**src/rtl/lsu_arbiter.sv**
```systemverilog
// Two-master round-robin arbiter in front of the load/store unit, with optional ownership lock.
// Define LSU_ARB_LOCK_TIMEOUT_EN to bound lock ownership to MAX_LOCK consecutive cycles.
module lsu_arbiter #(
    parameter int MAX_LOCK = 16
) (
    input  logic        clk,
    input  logic        rst,
    input  logic        m0_req,
    input  logic        m0_lock,
    input  logic [15:0] m0_addr,
    input  logic [31:0] m0_wdata,
    input  logic        m0_wr_en,
    input  logic [3:0]  m0_bmask,
    input  logic [2:0]  m0_ld_sel,
    output logic        m0_gnt,
    output logic        m0_rvalid,
    output logic [31:0] m0_rdata,
    input  logic        m1_req,
    input  logic        m1_lock,
    input  logic [15:0] m1_addr,
    input  logic [31:0] m1_wdata,
    input  logic        m1_wr_en,
    input  logic [3:0]  m1_bmask,
    input  logic [2:0]  m1_ld_sel,
    output logic        m1_gnt,
    output logic        m1_rvalid,
    output logic [31:0] m1_rdata,
    output logic [15:0] lsu_addr,
    output logic [31:0] lsu_w_data,
    output logic        lsu_wr_en,
    output logic [3:0]  lsu_bmask,
    output logic [2:0]  lsu_ld_sel,
    input  logic [31:0] lsu_r_data,
    output logic        lock_tmo,
    output logic [1:0]  dbg_state
);

    typedef enum logic [1:0] {
        IDLE = 2'd0,
        OWN0 = 2'd1,
        OWN1 = 2'd2
    } state_e;

    // Handshake: a transfer happens in the cycle where mN_req and mN_gnt are both 1;
    // the read data for it appears on mN_rdata with mN_rvalid=1 one cycle later.

    state_e      state_q, state_d;
    logic        rr_q, rr_d;
    logic        m0_rvalid_q, m1_rvalid_q;
    logic [31:0] m0_rdata_q, m1_rdata_q;

    logic        own_act, own1;
    logic        sel_req, sel_lock, sel_wr, other_req, lock_eff;
    logic [15:0] sel_addr;
    logic [31:0] sel_wdata;
    logic [3:0]  sel_bmask;
    logic [2:0]  sel_ld_sel;

    // MAX_LOCK must be at least 1; only the lock timeout build consumes it.
    if (MAX_LOCK < 1) begin : g_bad_max_lock
    end

    always_comb begin
        own_act    = (state_q != IDLE);
        own1       = (state_q == OWN1);
        sel_req    = own1 ? m1_req    : m0_req;
        sel_lock   = own1 ? m1_lock   : m0_lock;
        sel_wr     = own1 ? m1_wr_en  : m0_wr_en;
        sel_addr   = own1 ? m1_addr   : m0_addr;
        sel_wdata  = own1 ? m1_wdata  : m0_wdata;
        sel_bmask  = own1 ? m1_bmask  : m0_bmask;
        sel_ld_sel = own1 ? m1_ld_sel : m0_ld_sel;
        other_req  = own1 ? m0_req    : m1_req;
    end

    assign m0_gnt = (state_q == OWN0) && m0_req;
    assign m1_gnt = (state_q == OWN1) && m1_req;

    // The owner keeps its address on the bus between requests; a store only reaches
    // the LSU together with a grant.
    assign lsu_addr   = own_act ? sel_addr   : 16'h0000;
    assign lsu_w_data = own_act ? sel_wdata  : 32'h0000_0000;
    assign lsu_bmask  = own_act ? sel_bmask  : 4'h0;
    assign lsu_ld_sel = own_act ? sel_ld_sel : 3'b000;
    assign lsu_wr_en  = (m0_gnt || m1_gnt) && sel_wr;

`ifdef LSU_ARB_LOCK_TIMEOUT_EN
    localparam int CNT_W = $clog2(MAX_LOCK + 1);

    logic [CNT_W-1:0] lock_cnt_q, lock_cnt_d;
    logic             tmo_hit, lock_tmo_q;

    assign tmo_hit  = own_act && sel_lock && (lock_cnt_q == CNT_W'(MAX_LOCK - 1));
    assign lock_eff = sel_lock && !tmo_hit;

    always_comb begin
        lock_cnt_d = lock_cnt_q + 1'b1;
        if (tmo_hit || !own_act || !sel_lock || (state_d != state_q)) begin
            lock_cnt_d = '0;
        end
    end

    always_ff @(posedge clk) begin
        if (!rst) begin
            lock_cnt_q <= '0;
            lock_tmo_q <= 1'b0;
        end else begin
            lock_cnt_q <= lock_cnt_d;
            lock_tmo_q <= tmo_hit;
        end
    end

    assign lock_tmo = lock_tmo_q;
`else
    assign lock_eff = sel_lock;
    assign lock_tmo = 1'b0;
`endif

    always_comb begin
        state_d = state_q;
        case (state_q)
            IDLE: begin
                if (m0_req && m1_req) begin
                    state_d = rr_q ? OWN1 : OWN0;
                end else if (m0_req) begin
                    state_d = OWN0;
                end else if (m1_req) begin
                    state_d = OWN1;
                end
            end
            OWN0, OWN1: begin
                if (lock_eff) begin
                    state_d = state_q;
                end else if (other_req) begin
                    state_d = own1 ? OWN0 : OWN1;
                end else if (sel_req) begin
                    state_d = state_q;
                end else begin
                    state_d = IDLE;
                end
            end
            default: state_d = IDLE;
        endcase
    end

    // Priority swings to the other master after every issued transaction.
    always_comb begin
        rr_d = rr_q;
        if (m0_gnt) rr_d = 1'b1;
        if (m1_gnt) rr_d = 1'b0;
    end

    always_ff @(posedge clk) begin
        if (!rst) begin
            state_q     <= IDLE;
            rr_q        <= 1'b0;
            m0_rvalid_q <= 1'b0;
            m1_rvalid_q <= 1'b0;
            m0_rdata_q  <= 32'h0000_0000;
            m1_rdata_q  <= 32'h0000_0000;
        end else begin
            state_q     <= state_d;
            rr_q        <= rr_d;
            m0_rvalid_q <= m0_gnt;
            m1_rvalid_q <= m1_gnt;
            if (m0_gnt) m0_rdata_q <= lsu_r_data;
            if (m1_gnt) m1_rdata_q <= lsu_r_data;
        end
    end

    assign m0_rvalid = m0_rvalid_q;
    assign m1_rvalid = m1_rvalid_q;
    assign m0_rdata  = m0_rdata_q;
    assign m1_rdata  = m1_rdata_q;
    assign dbg_state = state_q;

endmodule

```
**config.mk**
```make
export PLATFORM = sky130hd
export DESIGN_NAME = lsu_arbiter
export DESIGN_NICKNAME = d
export VERILOG_FILES = /design/src/rtl/lsu_arbiter.sv
export SDC_FILE = /design/constraint.sdc
export NUM_CORES = 1
export LEC_CHECK = 0
export CAP_MARGIN = 20
export CELL_PAD_IN_SITES_DETAIL_PLACEMENT = 1
export CELL_PAD_IN_SITES_GLOBAL_PLACEMENT = 1
export CORE_MARGIN = 1.5
export CORE_UTILIZATION = 24
export CTS_BUF_LIST = sky130_fd_sc_hd__clkbuf_4 sky130_fd_sc_hd__clkbuf_8
export DETAILED_ROUTE_END_ITERATION = 10
export PLACE_DENSITY = 0.9
export SLEW_MARGIN = 20
export SYNTH_ARGS = -nofsm -noshare
export SYNTH_HDL_FRONTEND = slang
export SYNTH_SLANG_ARGS = --single-unit
```
**constraint.sdc**
```tcl
create_clock -name clk -period 2.6 [get_ports clk]
set_clock_uncertainty 0.05 [all_clocks]
set_input_delay 0.39 -clock clk [delete_from_list [all_inputs] [get_ports clk]]
set_output_delay 0.39 -clock clk [all_outputs]
set_load 0.05 [all_outputs]
```
==> impl_metrics.py <==
metrics = {
    "grt": {
        "overflow": 0,
        "first_global_vias": 4617,
        "antenna_found_initial": 0,
        "grt_util_all_layers_pct": 21.1,
        "grt_start_max_net_pins": 56,
        "grt_pass1_wl_mm": 25.7,
    },
    "cts": {
        "postCtsHoldBufs": 0,
        "clk_latency_ns": 0.33,
        "ctsRootBufferMaster": "clkbuf_8",
        "cts_buffers": 9,
        "numClockSinks": 69,
        "clk_pin_slew_worst_paths_ns": 0.07,
        "cts_max_level": 3,
        "cts_tree": "done",
        "cts_buffer_depth": 2,
    },
    "finish": {
        "antennaDiodeCount": 0,
        "nets": 866,
        "fin_area_um2": 7380,
        "syn_to_final_growth_pct": 108,
        "instances_no_fill": 900,
        "final.fill_count": 1621,
        "drive_gt1_share_pct": 16.6,
    },
    "synthesis": {
        "syn_avg_cell_area_um2": 7.98,
        "synth-seq-cells": 69,
        "syn_area_um2": 3550,
        "ys.flop_type": "dfxtp_1",
        "synth_cell_types": 26,
        "yosys.area.top_type": "dfxtp_1",
        "synth_edf_count": 0,
        "post-synth-top-count-cell": "nand2_1",
        "syn_nets": 600,
        "yosys_warnings": 0,
        "async_flop_share_pct": 0,
        "synth_area_leaders": "dfxtp_1 39%, mux2i_1 17%, nand2_1 14%",
        "ys_seq_area_share_pct": 38.9,
        "yosys.area.top_type_share_pct": 38.9,
        "ys_top_cells_by_count": "131 x nand2_1, 69 x dfxtp_1, 65 x a21boi_0",
        "syn_inst": 445,
    },
    "worst_setup_path": {
        "worstSetupStartpoint": "dbg_state[0]",
        "cp.depth": 7,
        "r2r_cells": 7,
        "worstReg2RegStart": "dbg_state[0]",
        "critical_path_class": "flip-flop to primary output",
        "r2r-end": "dbg_state[1]",
        "required_ns": 2.16,
        "endpoint": "lsu_w_data[2]",
        "crit_buf_inv": 4,
        "worstPathMaxFanout": 7,
        "crit_chain": "inv_1 > ha_4 > buf_4 > buf_4 > mux2i_1 > nor2_1 > buf_12",
        "critPathMaxStageDelay_ns": 0.41,
        "startpoint_type": "flip-flop",
        "crit_family": "buffers and inverters",
        "arrival_ns": 1.96,
        "crit_path_frequent_cell": "buf_4",
        "cp-end-kind": "primary output",
        "critPathSlowestCell": "dfxtp_1",
        "rrSetupSlack_ns": 0.56,
    },
    "status": {
        "outcome": "finished, final reports clean",
    },
    "power_and_ir_drop": {
        "peakVddDrop_uv": 674,
        "p_per_area_nw_per_um2": 1040,
        "p_leak_nw": 2.67,
    },
    "drt": {
        "num_vias": 4079,
        "dr.pass1.iters": 3,
        "viasPerCell": 4.53,
        "ant_nets": 0,
        "top_layer": "met4",
        "met2_length_mm": 9.14,
        "route.detailed.drc": 0,
        "wl_met1_mm": 6.21,
        "drt_iter0_markers": 155,
        "drt_wl_total_mm": 16.7,
        "wl_met3_um": 876,
        "wl_per_cell_um": 18.5,
    },
    "floorplan": {
        "die_x_um": 125,
        "die_h_um": 125,
        "die_area_um2": 15500,
        "coreArea_um2": 14500,
        "ios": 277,
        "start_util_pct": 24.5,
        "num_rows": 44,
    },
    "timing": {
        "finalSetupViolCount": 0,
        "min_period_over_period_pct": 92.2,
        "maxSlewHeadroom_pct": 60.1,
        "hold_violations": 0,
        "hold-worst-slack_ns": 0.416,
        "slew_viol_final": 0,
        "tightest_slew_ns": 0.597,
        "finalCriticalPeriod_ns": 2.40,
        "fmax_mhz": 417,
        "rsz0062_at_grt": "false",
    },
    "placement": {
        "dpl.hpwl_mm": 13.7,
        "dp.cells": 881,
        "port_buffers": 275,
        "gp_congestion": 0.865,
        "placed_area_um2": 7120,
    },
    "run": {
        "drv_cap": 0,
    },
    "worst_hold_path": {
        "hold_path_class": "flip-flop to flip-flop",
    },
}
==> cells in the final DEF, fill, tap and decap left out, types with 2 or more instances in the layout <==
master / netlist / layout
clkdlybuf4s50_1: 0 / 216
nand2_1: 131 / 131
dfxtp_1: 69 / 69
a21boi_0: 65 / 65
buf_12: 0 / 60
mux2i_1: 59 / 59
nor2_1: 55 / 32
nor2_2: 0 / 23
buf_4: 7 / 11
clkbuf_8: 0 / 10
o21ai_0: 4 / 4
nor2b_1: 4 / 4
inv_1: 3 / 3
and3_1: 3 / 3
ha_1: 5 / 3
clkinv_4: 1 / 2
bufinv_16: 0 / 2
==> per-layer routing <==
layer / track usage, % / up-vias
met4: 7.23 / 0
li1: - / 1987
met2: 40.4 / 144
met5: 0 / -
met3: 4.98 / 30
met1: 22.5 / 1918
==> report_power, final <==
part	switching (W)	internal, W	total (W)
Combinational	0.00313	0.00227	0.00540
Sequential	0.0000923	0.00120	0.00129
Clock	0.000424	0.000581	0.00100
==> worst reg2reg max path, stage by stage, from the launching register on <==
cell	delay (ns)
dfxtp_1	0.41
inv_1	0.14
ha_1	0.29
nand2_4	0.26
clkinv_4	0.24
a21oi_1	0.19
o21a_1	0.20
mux2i_1	0.20
==> stage by stage <==
stage	power (W)	setup WS, ns	setup TNS [ns]	utilization [%]
6_report	0.00770	0.203	0	51.0
5_1_grt	0.00800	0.0845	0	51.0
4_1_cts	0.00777	0.0196	0	50.9
3_5_place_dp	0.00673	0.379	0	49.2
3_3_place_gp	0.00659	0.449	0	49.2
2_1_floorplan	0.00420	-0.0179	-0.482	-
==> final cells by class <==
type                       instances  area (um2)  area share [%]
clock buffer                      11         145            1.97
clock inverter                     5        82.6            1.12
inverter                           5        23.8           0.322
multi-input combinational        337        2050            27.8
sequential                        69        1380            18.7
tap                              184         230            3.12
timing repair buffer             289        3460            46.9
==> registers in the layout (all words and copies together), names as in the netlist <==
register and count:
m0_rdata 32, rr_q 1, m1_rdata 32, dbg_state 2, m1_rvalid 1, m0_rvalid 1
==> how the worst min path moves through the flow <==
stage                 start           end  slack [ns]  cells past startpoint
2_1_floorplan          rr_q          rr_q        0.42                      1
3_3_place_gp    m0_rdata[4]   m0_rdata[4]        0.40                      2
3_5_place_dp   m0_rdata[17]  m0_rdata[17]        0.41                      2
4_1_cts         m0_rdata[3]   m0_rdata[3]        0.42                      2
5_1_grt        m0_rdata[17]  m0_rdata[17]        0.44                      2
6_report        m0_rdata[1]   m0_rdata[1]        0.42                      2
==> repair_timing <==
action                     in CTS  in global routing
resized for setup               0                  1
setup endpoints to repair       3                 32
gates cloned                    0                  0
setup buffers                   3                  0
==> cells by family after synthesis <==
kind of cell,after synthesis,synth area share (%)
adders and majority gates,5,1.76
DFF,69,38.9
other,1,0.106
muxes,59,16.6
buffers and inverters,39,5.39
and+or+nand+nor,198,21.9
AOI/OAI and AO/OA,74,15.3
(Power assumes the default switching activity.)
